--- src/rtl/mram_access_ctrl.sv ---
// -----------------------------------------------------------------------------
// mram_access_ctrl
//   Two-port round-robin arbiter and SRAM-style timing sequencer for the
//   external 16-bit MRAM. Port 0 is the SPI command path, port 1 the
//   auxiliary/self-test path. Each granted access runs one cycle made of
//   SETUP -> PULSE -> HOLD -> ACK. All pin outputs are registered; the top
//   level builds the DQ tristate from o_mram_dq_out / o_mram_dq_oe.
//
// Ports
//   i_fpga_clk, i_fpga_rst        clock, synchronous active-high reset
//   i_req*/i_we*/i_addr*/
//   i_wdata*/i_be*                per-port request (req held until ack)
//   o_ack0/o_ack1                 one-cycle completion pulse
//   o_rdata                       read data, valid in ack cycle, held after
//   o_busy                        grant .. end of ACK
//   o_mram_*                      MRAM pins (controls active low)
//   i_mram_dq_in                  DQ pin sample
// -----------------------------------------------------------------------------
module mram_access_ctrl #(
  parameter int ADDR_W    = 20,
  parameter int DATA_W    = 16,
  parameter int SETUP_CYC = 1,
  parameter int PULSE_CYC = 4,
  parameter int HOLD_CYC  = 1
) (
  input  logic              i_fpga_clk,
  input  logic              i_fpga_rst,
  input  logic              i_req0,
  input  logic              i_req1,
  input  logic              i_we0,
  input  logic              i_we1,
  input  logic [ADDR_W-1:0] i_addr0,
  input  logic [ADDR_W-1:0] i_addr1,
  input  logic [DATA_W-1:0] i_wdata0,
  input  logic [DATA_W-1:0] i_wdata1,
  input  logic [1:0]        i_be0,
  input  logic [1:0]        i_be1,
  output logic              o_ack0,
  output logic              o_ack1,
  output logic [DATA_W-1:0] o_rdata,
  output logic              o_busy,
  output logic [ADDR_W-1:0] o_mram_addr,
  output logic [DATA_W-1:0] o_mram_dq_out,
  output logic              o_mram_dq_oe,
  input  logic [DATA_W-1:0] i_mram_dq_in,
  output logic              o_mram_ce_n,
  output logic              o_mram_oe_n,
  output logic              o_mram_we_n,
  output logic              o_mram_lb_n,
  output logic              o_mram_ub_n
);

  localparam int HALF   = DATA_W / 2;
  localparam int MAX_SP = (SETUP_CYC > PULSE_CYC) ? SETUP_CYC : PULSE_CYC;
  localparam int MAXC   = (MAX_SP > HOLD_CYC) ? MAX_SP : HOLD_CYC;
  localparam int CNT_W  = $clog2(MAXC + 1);

  localparam logic [CNT_W-1:0] SETUP_LD = CNT_W'(SETUP_CYC - 1);
  localparam logic [CNT_W-1:0] PULSE_LD = CNT_W'(PULSE_CYC - 1);
  localparam logic [CNT_W-1:0] HOLD_LD  = CNT_W'(HOLD_CYC - 1);

  typedef enum logic [2:0] {S_IDLE, S_SETUP, S_PULSE, S_HOLD, S_ACK} state_t;

  typedef struct packed {
    logic              we;
    logic [1:0]        be;
    logic [ADDR_W-1:0] addr;
    logic [DATA_W-1:0] wdata;
  } req_t;

  req_t              w_req0, w_req1, w_sel;
  logic              w_win;
  logic [DATA_W-1:0] w_rd_mask;

  state_t            r_state;
  logic [CNT_W-1:0]  r_cnt;
  logic              r_rr_last;
  logic              r_port;
  logic              r_we;
  logic [1:0]        r_be;
  logic              r_ack0, r_ack1, r_busy;
  logic [DATA_W-1:0] r_rdata, r_dq_out;
  logic [ADDR_W-1:0] r_addr;
  logic              r_dq_oe, r_ce_n, r_oe_n, r_we_n, r_lb_n, r_ub_n;

  assign w_req0 = '{we: i_we0, be: i_be0, addr: i_addr0, wdata: i_wdata0};
  assign w_req1 = '{we: i_we1, be: i_be1, addr: i_addr1, wdata: i_wdata1};

  // On a tie the port that was not served last wins.
  always_comb begin
    w_win = 1'b0;
    if (i_req0 && i_req1) w_win = ~r_rr_last;
    else if (i_req1)      w_win = 1'b1;
  end

  assign w_sel = w_win ? w_req1 : w_req0;

  // Disabled byte lanes read back as zero.
  for (genvar b = 0; b < 2; b++) begin : g_lane
    assign w_rd_mask[b*HALF +: HALF] = {HALF{r_be[b]}};
  end

  always_ff @(posedge i_fpga_clk) begin
    if (i_fpga_rst) begin
      r_state   <= S_IDLE;
      r_cnt     <= '0;
      r_rr_last <= 1'b1;
      r_port    <= 1'b0;
      r_we      <= 1'b0;
      r_be      <= 2'b00;
      r_ack0    <= 1'b0;
      r_ack1    <= 1'b0;
      r_busy    <= 1'b0;
      r_rdata   <= '0;
      r_dq_out  <= '0;
      r_addr    <= '0;
      r_dq_oe   <= 1'b0;
      r_ce_n    <= 1'b1;
      r_oe_n    <= 1'b1;
      r_we_n    <= 1'b1;
      r_lb_n    <= 1'b1;
      r_ub_n    <= 1'b1;
    end else begin
      r_ack0 <= 1'b0;
      r_ack1 <= 1'b0;
      case (r_state)
        S_IDLE: begin
          if (i_req0 || i_req1) begin
            r_state   <= S_SETUP;
            r_cnt     <= SETUP_LD;
            r_port    <= w_win;
            r_rr_last <= w_win;
            r_we      <= w_sel.we;
            r_be      <= w_sel.be;
            r_busy    <= 1'b1;
            // SETUP pin values are registered here so they appear on grant.
            r_ce_n    <= 1'b0;
            r_addr    <= w_sel.addr;
            r_dq_out  <= w_sel.wdata;
            r_dq_oe   <= w_sel.we;
            r_lb_n    <= ~w_sel.be[0];
            r_ub_n    <= ~w_sel.be[1];
          end
        end
        S_SETUP: begin
          if (r_cnt == '0) begin
            r_state <= S_PULSE;
            r_cnt   <= PULSE_LD;
            if (r_we) r_we_n <= 1'b0;
            else      r_oe_n <= 1'b0;
          end else begin
            r_cnt <= r_cnt - CNT_W'(1);
          end
        end
        S_PULSE: begin
          if (r_cnt == '0) begin
            r_state <= S_HOLD;
            r_cnt   <= HOLD_LD;
            r_oe_n  <= 1'b1;
            r_we_n  <= 1'b1;
            // Sample DQ on the last edge the strobe is still low.
            if (!r_we) r_rdata <= i_mram_dq_in & w_rd_mask;
          end else begin
            r_cnt <= r_cnt - CNT_W'(1);
          end
        end
        S_HOLD: begin
          if (r_cnt == '0) begin
            r_state <= S_ACK;
            r_ce_n  <= 1'b1;
            r_lb_n  <= 1'b1;
            r_ub_n  <= 1'b1;
            r_dq_oe <= 1'b0;
            r_ack0  <= ~r_port;
            r_ack1  <= r_port;
          end else begin
            r_cnt <= r_cnt - CNT_W'(1);
          end
        end
        S_ACK: begin
          r_state <= S_IDLE;
          r_busy  <= 1'b0;
        end
        default: r_state <= S_IDLE;
      endcase
    end
  end

  assign o_ack0        = r_ack0;
  assign o_ack1        = r_ack1;
  assign o_rdata       = r_rdata;
  assign o_busy        = r_busy;
  assign o_mram_addr   = r_addr;
  assign o_mram_dq_out = r_dq_out;
  assign o_mram_dq_oe  = r_dq_oe;
  assign o_mram_ce_n   = r_ce_n;
  assign o_mram_oe_n   = r_oe_n;
  assign o_mram_we_n   = r_we_n;
  assign o_mram_lb_n   = r_lb_n;
  assign o_mram_ub_n   = r_ub_n;

endmodule
--- config.mk ---
export PLATFORM = sky130hd
export DESIGN_NAME = mram_access_ctrl
export DESIGN_NICKNAME = d
export VERILOG_FILES = /design/src/rtl/mram_access_ctrl.sv
export SDC_FILE = /design/constraint.sdc
export NUM_CORES = 1
export LEC_CHECK = 0
export BUFFER_PORTS_ARGS = -buffer_cell sky130_fd_sc_hd__buf_2
export CAP_MARGIN = 15
export CELL_PAD_IN_SITES_DETAIL_PLACEMENT = 1
export CELL_PAD_IN_SITES_GLOBAL_PLACEMENT = 2
export CORE_MARGIN = 10
export CORE_UTILIZATION = 26
export CTS_CLUSTER_DIAMETER = 200
export DETAILED_ROUTE_END_ITERATION = 6
export GPL_TIMING_DRIVEN = 0
export PLACE_DENSITY = 0.84
export SLEW_MARGIN = 40
export SYNTH_ARGS = -nofsm -noshare
export SYNTH_HDL_FRONTEND = slang
export SYNTH_SLANG_ARGS = --single-unit
--- constraint.sdc ---
create_clock -name i_fpga_clk -period 2.7 [get_ports i_fpga_clk]
set_clock_uncertainty 0.1 [all_clocks]
set_input_delay 0.405 -clock i_fpga_clk [delete_from_list [all_inputs] [get_ports i_fpga_clk]]
set_output_delay 0.405 -clock i_fpga_clk [all_outputs]
set_load 0.01 [all_outputs]
==> impl_metrics.tcl, run 1 <==
set metrics [dict create \
    status "finished, final reports clean" \
    synth.distinct_cells 31 \
    clock-sinks 72 \
    min_period_ns 2.13 \
    row_count 39 \
    setup_ws_ns 0.567 \
    ctsResizeCount 0 \
    nets 601 \
    crit_fanout 10 \
    vias 3003 \
    cts_max_path_buffers 2 \
    ys_top_cells_by_area "dfxtp_1 (48%), mux2i_1 (13%), a211oi_1 (9.4%), nor2_1 (5.7%), a21oi_1 (3.8%)" \
    drive_gt1_frac 0.372 \
    synth_edf_count 0 \
    critical_path.slowest_cell "or4_1" \
    slew_violations 0 \
    gp_congestion 0.745 \
    drt_iter0_drc 103 \
    reg2reg_to "o_rdata[6]$_SDFFE_PP0P_" \
    muxShareOfSynthArea 0.136 \
    synth_flop_cell "dfxtp_1" \
    finalCritPeriodShare 0.790 \
    routedWlPerCell_um 16.6 \
    hold_class "input pin to flop" \
    max_slew.worst_pin.slew_ns 0.683 \
    synth_area_leader_cell "dfxtp_1" \
    whs_path_depth 3 \
    place_ws_ns 0.573 \
    die_y_um 128 \
    grt_pass1_wl_um 16800 \
    grt-ovfl-total 0 \
    reg2reg_depth 8 \
    grt_pass1_vias 3330 \
    yosys.area_share.simple 0.175 \
    drt.antenna.violating_nets 0 \
    total_leakage_power_nw 1.95 \
    ys_seq_elements 72 \
    routed_wl_um 10800 \
    synthAdderAreaFrac 0.00827 \
    antenna_found_initial 1 \
    fin_tns_setup_ns 0 \
    area_growth_pct 41.6 \
    slowest_delay_ns 0.43 \
    min_from "i_mram_dq_in[4]" \
    synth.top_cell.area_share 0.476 \
    synthArstFlopShare 0 \
    finalSetupViolations 0 \
    initial_core_util 0.265 \
    nFillCells 1408 \
    synth_area_um2 3030 \
    syn_inst 332 \
    boundaryPins 159 \
    crit_required_ns 2.79 \
    clk_pin_slew_ns 0.06 \
    ys_seq_area_frac 0.476 \
    hold-path-endpoint "o_rdata[4]$_SDFFE_PP0P_" \
    dp_hpwl_um 8710 \
    yosys.area_share.xor_xnor 0.00289 \
    die-area_um2 16400 \
    design.core.area_um2 11400 \
    vdd_drop_max_v 0.000343 \
    track_usage 0.126 \
    route.detailed.drc 0 \
    cts_hold_buffers 0 \
    portBuffers 158 \
    synth_compound_area_frac 0.157 \
    r2r_setup_slack_ns 0.57 \
    maxCapViolations 0 \
    cts_root_buffer "clkbuf_16" \
    rsz0062_at_grt "no" \
    die_w_um 128 \
    synth_nets 432 \
    start_kind "flop" \
    crit_type "flop to flop" \
    relSlewSlack 0.542 \
    synth_top_family_by_area "simple AND/OR/NAND/NOR gates" \
    cts_setup_buffers 0 \
    p_per_area_nw_per_um2 1040 \
    hold_viol_final 0 \
    drt-pass1-iter-count 4 \
    insertedDiodeCount 0 \
    clock_latency_ns 0.32 \
    r2r_start "r_cnt[0]$_SDFFE_PP0P_" \
    synth_warnings 0 \
    grt_max_degree 12 \
    numCtsBuffers 9 \
    htree_levels 3 \
    syn_avg_cell_area_um2 9.12 \
    crit_chain "inv_1 -> ha_1 -> nand3b_1 -> or4_1 -> clkbuf_1 -> buf_2 -> nand2_1 -> a21oi_1" \
    cp-end-kind "flop" \
    max_freq_mhz 469 \
    critPathArrivalTime_ns 2.22 \
    cts_tree "done" \
    via_per_inst 4.63 \
]
## cell type report
type | count | area, µm² | area share
clock buffer | 12 | 246 | 0.0575
multi-input combinational | 229 | 1450 | 0.338
buffer | 28 | 124 | 0.0289
tap | 143 | 179 | 0.0418
timing repair buffer | 158 | 791 | 0.185
clock inverter | 3 | 42.5 | 0.00993
sequential | 72 | 1440 | 0.336
inverter | 3 | 11.3 | 0.00263
## power by group
part           switching (mW)  internal [mW]  total, mW
Combinational            1.05          0.675       1.72
Sequential              0.173           1.39       1.57
Clock                   0.430          0.734       1.16
Total                    1.65           2.80       4.45
## placed cells by master, fill, tap and decap left out, types with 2 or more instances in the layout
master / synthesis / layout
ha_1: 2 / 2
a21oi_1: 23 / 23
a211oi_1: 38 / 38
nand3_1: 18 / 18
nor3_1: 6 / 6
clkbuf_16: 0 / 9
nor4_4: 2 / 2
a2111oi_0: 2 / 2
o21ai_0: 3 / 3
clkbuf_1: 14 / 16
dfxtp_1: 72 / 72
inv_1: 3 / 3
mux2i_1: 39 / 39
or4_1: 2 / 2
mux2_2: 2 / 2
nand3b_1: 2 / 2
nor2b_1: 3 / 3
nand2_1: 30 / 30
nand2b_1: 2 / 2
nor2_1: 46 / 46
buf_2: 12 / 170
## cell families (layout without fill, tap and decap cells)
family | after synthesis | after routing
XOR/XNOR | 1 | 1
adder cells (fa/ha/maj) | 2 | 2
buffers and inverters | 31 | 204
AO/OA/AOI/OAI | 71 | 71
AND/OR/NAND/NOR | 114 | 114
flip-flops | 72 | 72
multiplexers | 41 | 41
## layer usage
layer,share of wire,up-vias,track usage,routed length [µm]
met4,0.0079,2,0.0285,85
met5,0.0010,-,0,11
met3,0.10,9,0.0703,1080
li1,-,1514,-,-
met1,0.42,1378,0.140,4570
met2,0.47,100,0.207,5020
## per-stage QoR
step           hold slack (ns)   util  cells  instance area (µm²)  total power, mW
6_report                 0.252  0.375    648                 4290             4.45
3_5_place_dp             0.336  0.350    633                 4000             3.34
4_1_cts                  0.240  0.375    648                 4290             4.53
3_3_place_gp             0.330  0.350    633                 4000             3.28
5_1_grt                  0.247  0.375    648                 4290             4.80
2_1_floorplan            0.316      -    332                 3030             2.65
## state kept, by name, summed over array words and instances (netlist names), 2 cells and up
register       count
o_mram_addr       20
o_mram_dq_out     16
o_rdata           16
r_cnt              3
r_state            3
r_be               2
## synth_stat cells (2+ instances only)
cell type / instances
dfxtp_1: 72
nor2_1: 46
mux2i_1: 39
a211oi_1: 38
nand2_1: 30
a21oi_1: 23
nand3_1: 18
clkbuf_1: 14
buf_2: 12
nor3_1: 6
inv_1: 3
nor2b_1: 3
o21ai_0: 3
a2111oi_0: 2
ha_1: 2
mux2_2: 2
nand2b_1: 2
nand3b_1: 2
nor4_4: 2
or4_1: 2
## critical path, delay by kind of cell, from the launching register on
family / cells / cell delay, ns
and+or+nand+nor: 3 / 0.72
buffers and inverters: 3 / 0.52
DFF: 1 / 0.31
adders and majority gates: 1 / 0.29
AOI/OAI and AO/OA: 1 / 0.06
## worst max path at each step
stage                           from  slack, ns                  endpoint  cells past startpoint
2_1_floorplan  r_cnt[0]$_SDFFE_PP0P_       0.86   o_rdata[1]$_SDFFE_PP0P_                      8
3_3_place_gp   r_cnt[0]$_SDFFE_PP0P_       0.61  o_rdata[10]$_SDFFE_PP0P_                      8
3_5_place_dp   r_cnt[0]$_SDFFE_PP0P_       0.57   o_rdata[5]$_SDFFE_PP0P_                      8
4_1_cts        r_cnt[0]$_SDFFE_PP0P_       0.55   o_rdata[7]$_SDFFE_PP0P_                      8
5_1_grt        r_cnt[0]$_SDFFE_PP0P_       0.41   o_rdata[7]$_SDFFE_PP0P_                      8
6_report       r_cnt[0]$_SDFFE_PP0P_       0.57   o_rdata[6]$_SDFFE_PP0P_                      8
Power figures use the tool's default switching activity.
==> run 2: changes to the inputs <==
--- a/config.mk
+++ b/config.mk
@@ -5,16 +5,17 @@
 export SDC_FILE = /design/constraint.sdc
 export NUM_CORES = 1
 export LEC_CHECK = 0
+export ABC_AREA = 1
 export BUFFER_PORTS_ARGS = -buffer_cell sky130_fd_sc_hd__buf_2
 export CAP_MARGIN = 15
 export CELL_PAD_IN_SITES_DETAIL_PLACEMENT = 1
 export CELL_PAD_IN_SITES_GLOBAL_PLACEMENT = 2
 export CORE_MARGIN = 10
-export CORE_UTILIZATION = 26
+export CORE_UTILIZATION = 21
 export CTS_CLUSTER_DIAMETER = 200
 export DETAILED_ROUTE_END_ITERATION = 6
 export GPL_TIMING_DRIVEN = 0
-export PLACE_DENSITY = 0.84
+export PLACE_DENSITY = 0.75
 export SLEW_MARGIN = 40
 export SYNTH_ARGS = -nofsm -noshare
 export SYNTH_HDL_FRONTEND = slang
==> constraint.sdc (replaced) <==
create_clock -name i_fpga_clk -period 1.85 [get_ports i_fpga_clk]
set_clock_uncertainty 0.1 [all_clocks]
set_input_delay 0.2775 -clock i_fpga_clk [delete_from_list [all_inputs] [get_ports i_fpga_clk]]
set_output_delay 0.2775 -clock i_fpga_clk [all_outputs]
set_load 0.01 [all_outputs]
==> impl_metrics.tcl, run 2 <==
set metrics [dict create \
    status "finished, final reports clean" \
    cts_max_path_buffers 2 \
    critPathBufInv 3 \
    slew_violations 0 \
    fin_tns_setup_ns 0 \
    crit_chain "buf_4 -> nor2_2 -> nand2_2 -> nor2_4 -> inv_2 -> buf_6 -> a21oi_1 -> a21oi_1" \
    final_cell_mix "buf_2 (166), nand2_1 (91), a21oi_1 (90)" \
    cts_tree "done" \
    place_ws_ns 0.00310 \
    htree_levels 3 \
    crit_family "simple AND/OR/NAND/NOR gates" \
    min_from "i_mram_dq_in[10]" \
    timing.critical_path.mode_cell "a21oi_1" \
    grt-ovfl-total 0 \
    syn_inst 415 \
    synth_area_leader_cell "dfxtp_1" \
    max_slew.worst_pin.slew_ns 0.761 \
    maxCapViolations 0 \
    swShare 0.421 \
    grt_pass1_wl_um 20400 \
    dp_hpwl_um 10400 \
    crit_fanout 10 \
    total_power_mw 7.28 \
    vias 3515 \
    clk_pin_slew_ns 0.06 \
    instances_no_fill 779 \
    largest_register_ffs 20 \
    cts_hold_buffers 0 \
    synthArstFlopShare 0 \
    synth_commonest_cells "nand2_1 (92), a21oi_1 (90), dfxtp_1 (72)" \
    relSlewSlack 0.493 \
    die_y_um 143 \
    via_per_inst 4.51 \
    start_kind "flop" \
    clock_latency_ns 0.34 \
    slowest_delay_ns 0.30 \
    min_period_ns 1.71 \
    p_sw_mw 3.06 \
    crit_required_ns 1.97 \
    combPwrFrac 0.460 \
    max_freq_mhz 584 \
    layout_commonest_cell "buf_2" \
    clkPwrFrac 0.220 \
    finalSetupViolations 0 \
    hold_viol_final 0 \
    area_growth_pct 41.2 \
    synth.top_cell.area_share 0.452 \
    synth_area_um2 3190 \
    synth.distinct_cells 29 \
    critPathArrivalTime_ns 1.83 \
    r2r_start "r_state[1]$_SDFFE_PP0P_" \
    cp-startpoint "r_state[1]$_SDFFE_PP0P_" \
    portBuffers 158 \
    syn_avg_cell_area_um2 7.69 \
    cts_root_buffer "clkbuf_16" \
    numCtsBuffers 9 \
    drt_iter0_drc 114 \
    vdd_drop_max_v 0.000549 \
    ys_seq_elements 72 \
    crit_type "flop to flop" \
    clock-sinks 72 \
    finalCritPeriodShare 0.926 \
    place_inst 761 \
    die_w_um 143 \
    gp_congestion 0.776 \
    row_count 45 \
    grt_max_degree 13 \
    synth_edf_count 0 \
    setup_ws_ns 0.137 \
    antenna_found_initial 0 \
    drt-pass1-iter-count 4 \
    routed_wl_um 13100 \
    initial_core_util 0.212 \
    die-area_um2 20500 \
    yosys.cell_count.top_type "nand2_1" \
    grt_pass1_vias 3912 \
    design.core.area_um2 15000 \
    synth_nets 515 \
    ys_seq_area_frac 0.452 \
    cp-end-kind "flop" \
    boundaryPins 159 \
    p_int_mw 4.21 \
    ys_top_cells_by_area "dfxtp_1 (45%), a21oi_1 (14%), nand2_1 (11%), o21ai_0 (6.3%), nand3_2 (3.1%)" \
    drt.antenna.violating_nets 0 \
    track_usage 0.127 \
    seqPwrFrac 0.320 \
    routedWlPerCell_um 16.8 \
    critical_path.slowest_cell "dfxtp_1" \
    total_leakage_power_nw 2.06 \
    synth_warnings 0 \
    hold_class "input pin to flop" \
    rsz0062_at_grt "no" \
    nets 685 \
    route.detailed.drc 0 \
    drive_gt1_frac 0.385 \
    p_per_area_nw_per_um2 1610 \
    synth_flop_cell "dfxtp_1" \
]
[run 2: logic make-up (layout without fill, tap and decap cells)]
family	Yosys count	in the layout	share of synthesized area
compound gates	145	145	0.241
fa+ha+maj	2	2	0.00784
buf+inv	48	223	0.0792
simple gates	148	148	0.220
flops	72	72	0.452
other cells	0	1	0
[run 2: worst reg2reg max path: stages, from the launching register on]
cell and delay [ns]:
dfxtp_1 0.30, buf_4 0.16, nor2_2 0.14, nand2_2 0.09, nor2_4 0.22, inv_2 0.11
buf_6 0.16, a21oi_1 0.21, a21oi_1 0.10
[run 2: final timing paths]
check,endpoint,slack (ns),cells past startpoint
worst min register to register,o_mram_ce_n$_SDFFE_PP1P_,0.35,2
worst max register to register,o_mram_addr[1]$_SDFFE_PP0P_,0.14,8
worst max-delay path,o_mram_addr[1]$_SDFFE_PP0P_,0.14,8
worst min-delay path,o_rdata[10]$_SDFFE_PP0P_,0.09,3
[run 2: area by class of cell]
cell class,count,area (µm²)
Antenna cell,1,2.50
Buffer,29,181
Clock buffer,11,233
Clock inverter,5,33.8
Fill cell,1873,10500
Inverter,19,76.3
Multi-Input combinational cell,295,1500
Sequential cell,72,1440
Tap cell,188,235
Timing Repair Buffer,159,798
[run 2: power by group through the flow]
stage / sequential, mW / clock, mW / combinational, mW
after CTS: 2.33 / 1.66 / 3.39
final: 2.33 / 1.60 / 3.35
after detailed placement: 2.35 / 0 / 3.38
after global routing: 2.40 / 1.73 / 3.82
after floorplan: 2.52 / 0 / 1.94
after global placement: 2.33 / 0 / 3.30
[run 2: through the flow]
step,util,hold slack [ns],cell area (µm²)
after floorplan,-,0.314,3190
after global placement,0.281,0.333,4220
after detailed placement,0.281,0.337,4220
after CTS,0.298,0.0736,4490
after global routing,0.300,0.0796,4500
final,0.300,0.0891,4510
[run 2: timing repair]
item | 4_1_cts | 5_1_grt
setup endpoints to repair | 2 | 3
pin swaps | 0 | 1
gates resized for setup | 1 | 5
buffers inserted | 0 | 1
gates cloned | 0 | 0
hold endpoints to repair | 0 | 0
[run 2: layer usage]
layer  global-route usage  routed length (µm)  vias to the layer above
met3               0.0697                1510                       11
met4               0.0505                 191                        0
met2                0.209                6310                      105
met1                0.133                5090                     1665
li1                     -                   -                     1734
met5                    0                   0                        -
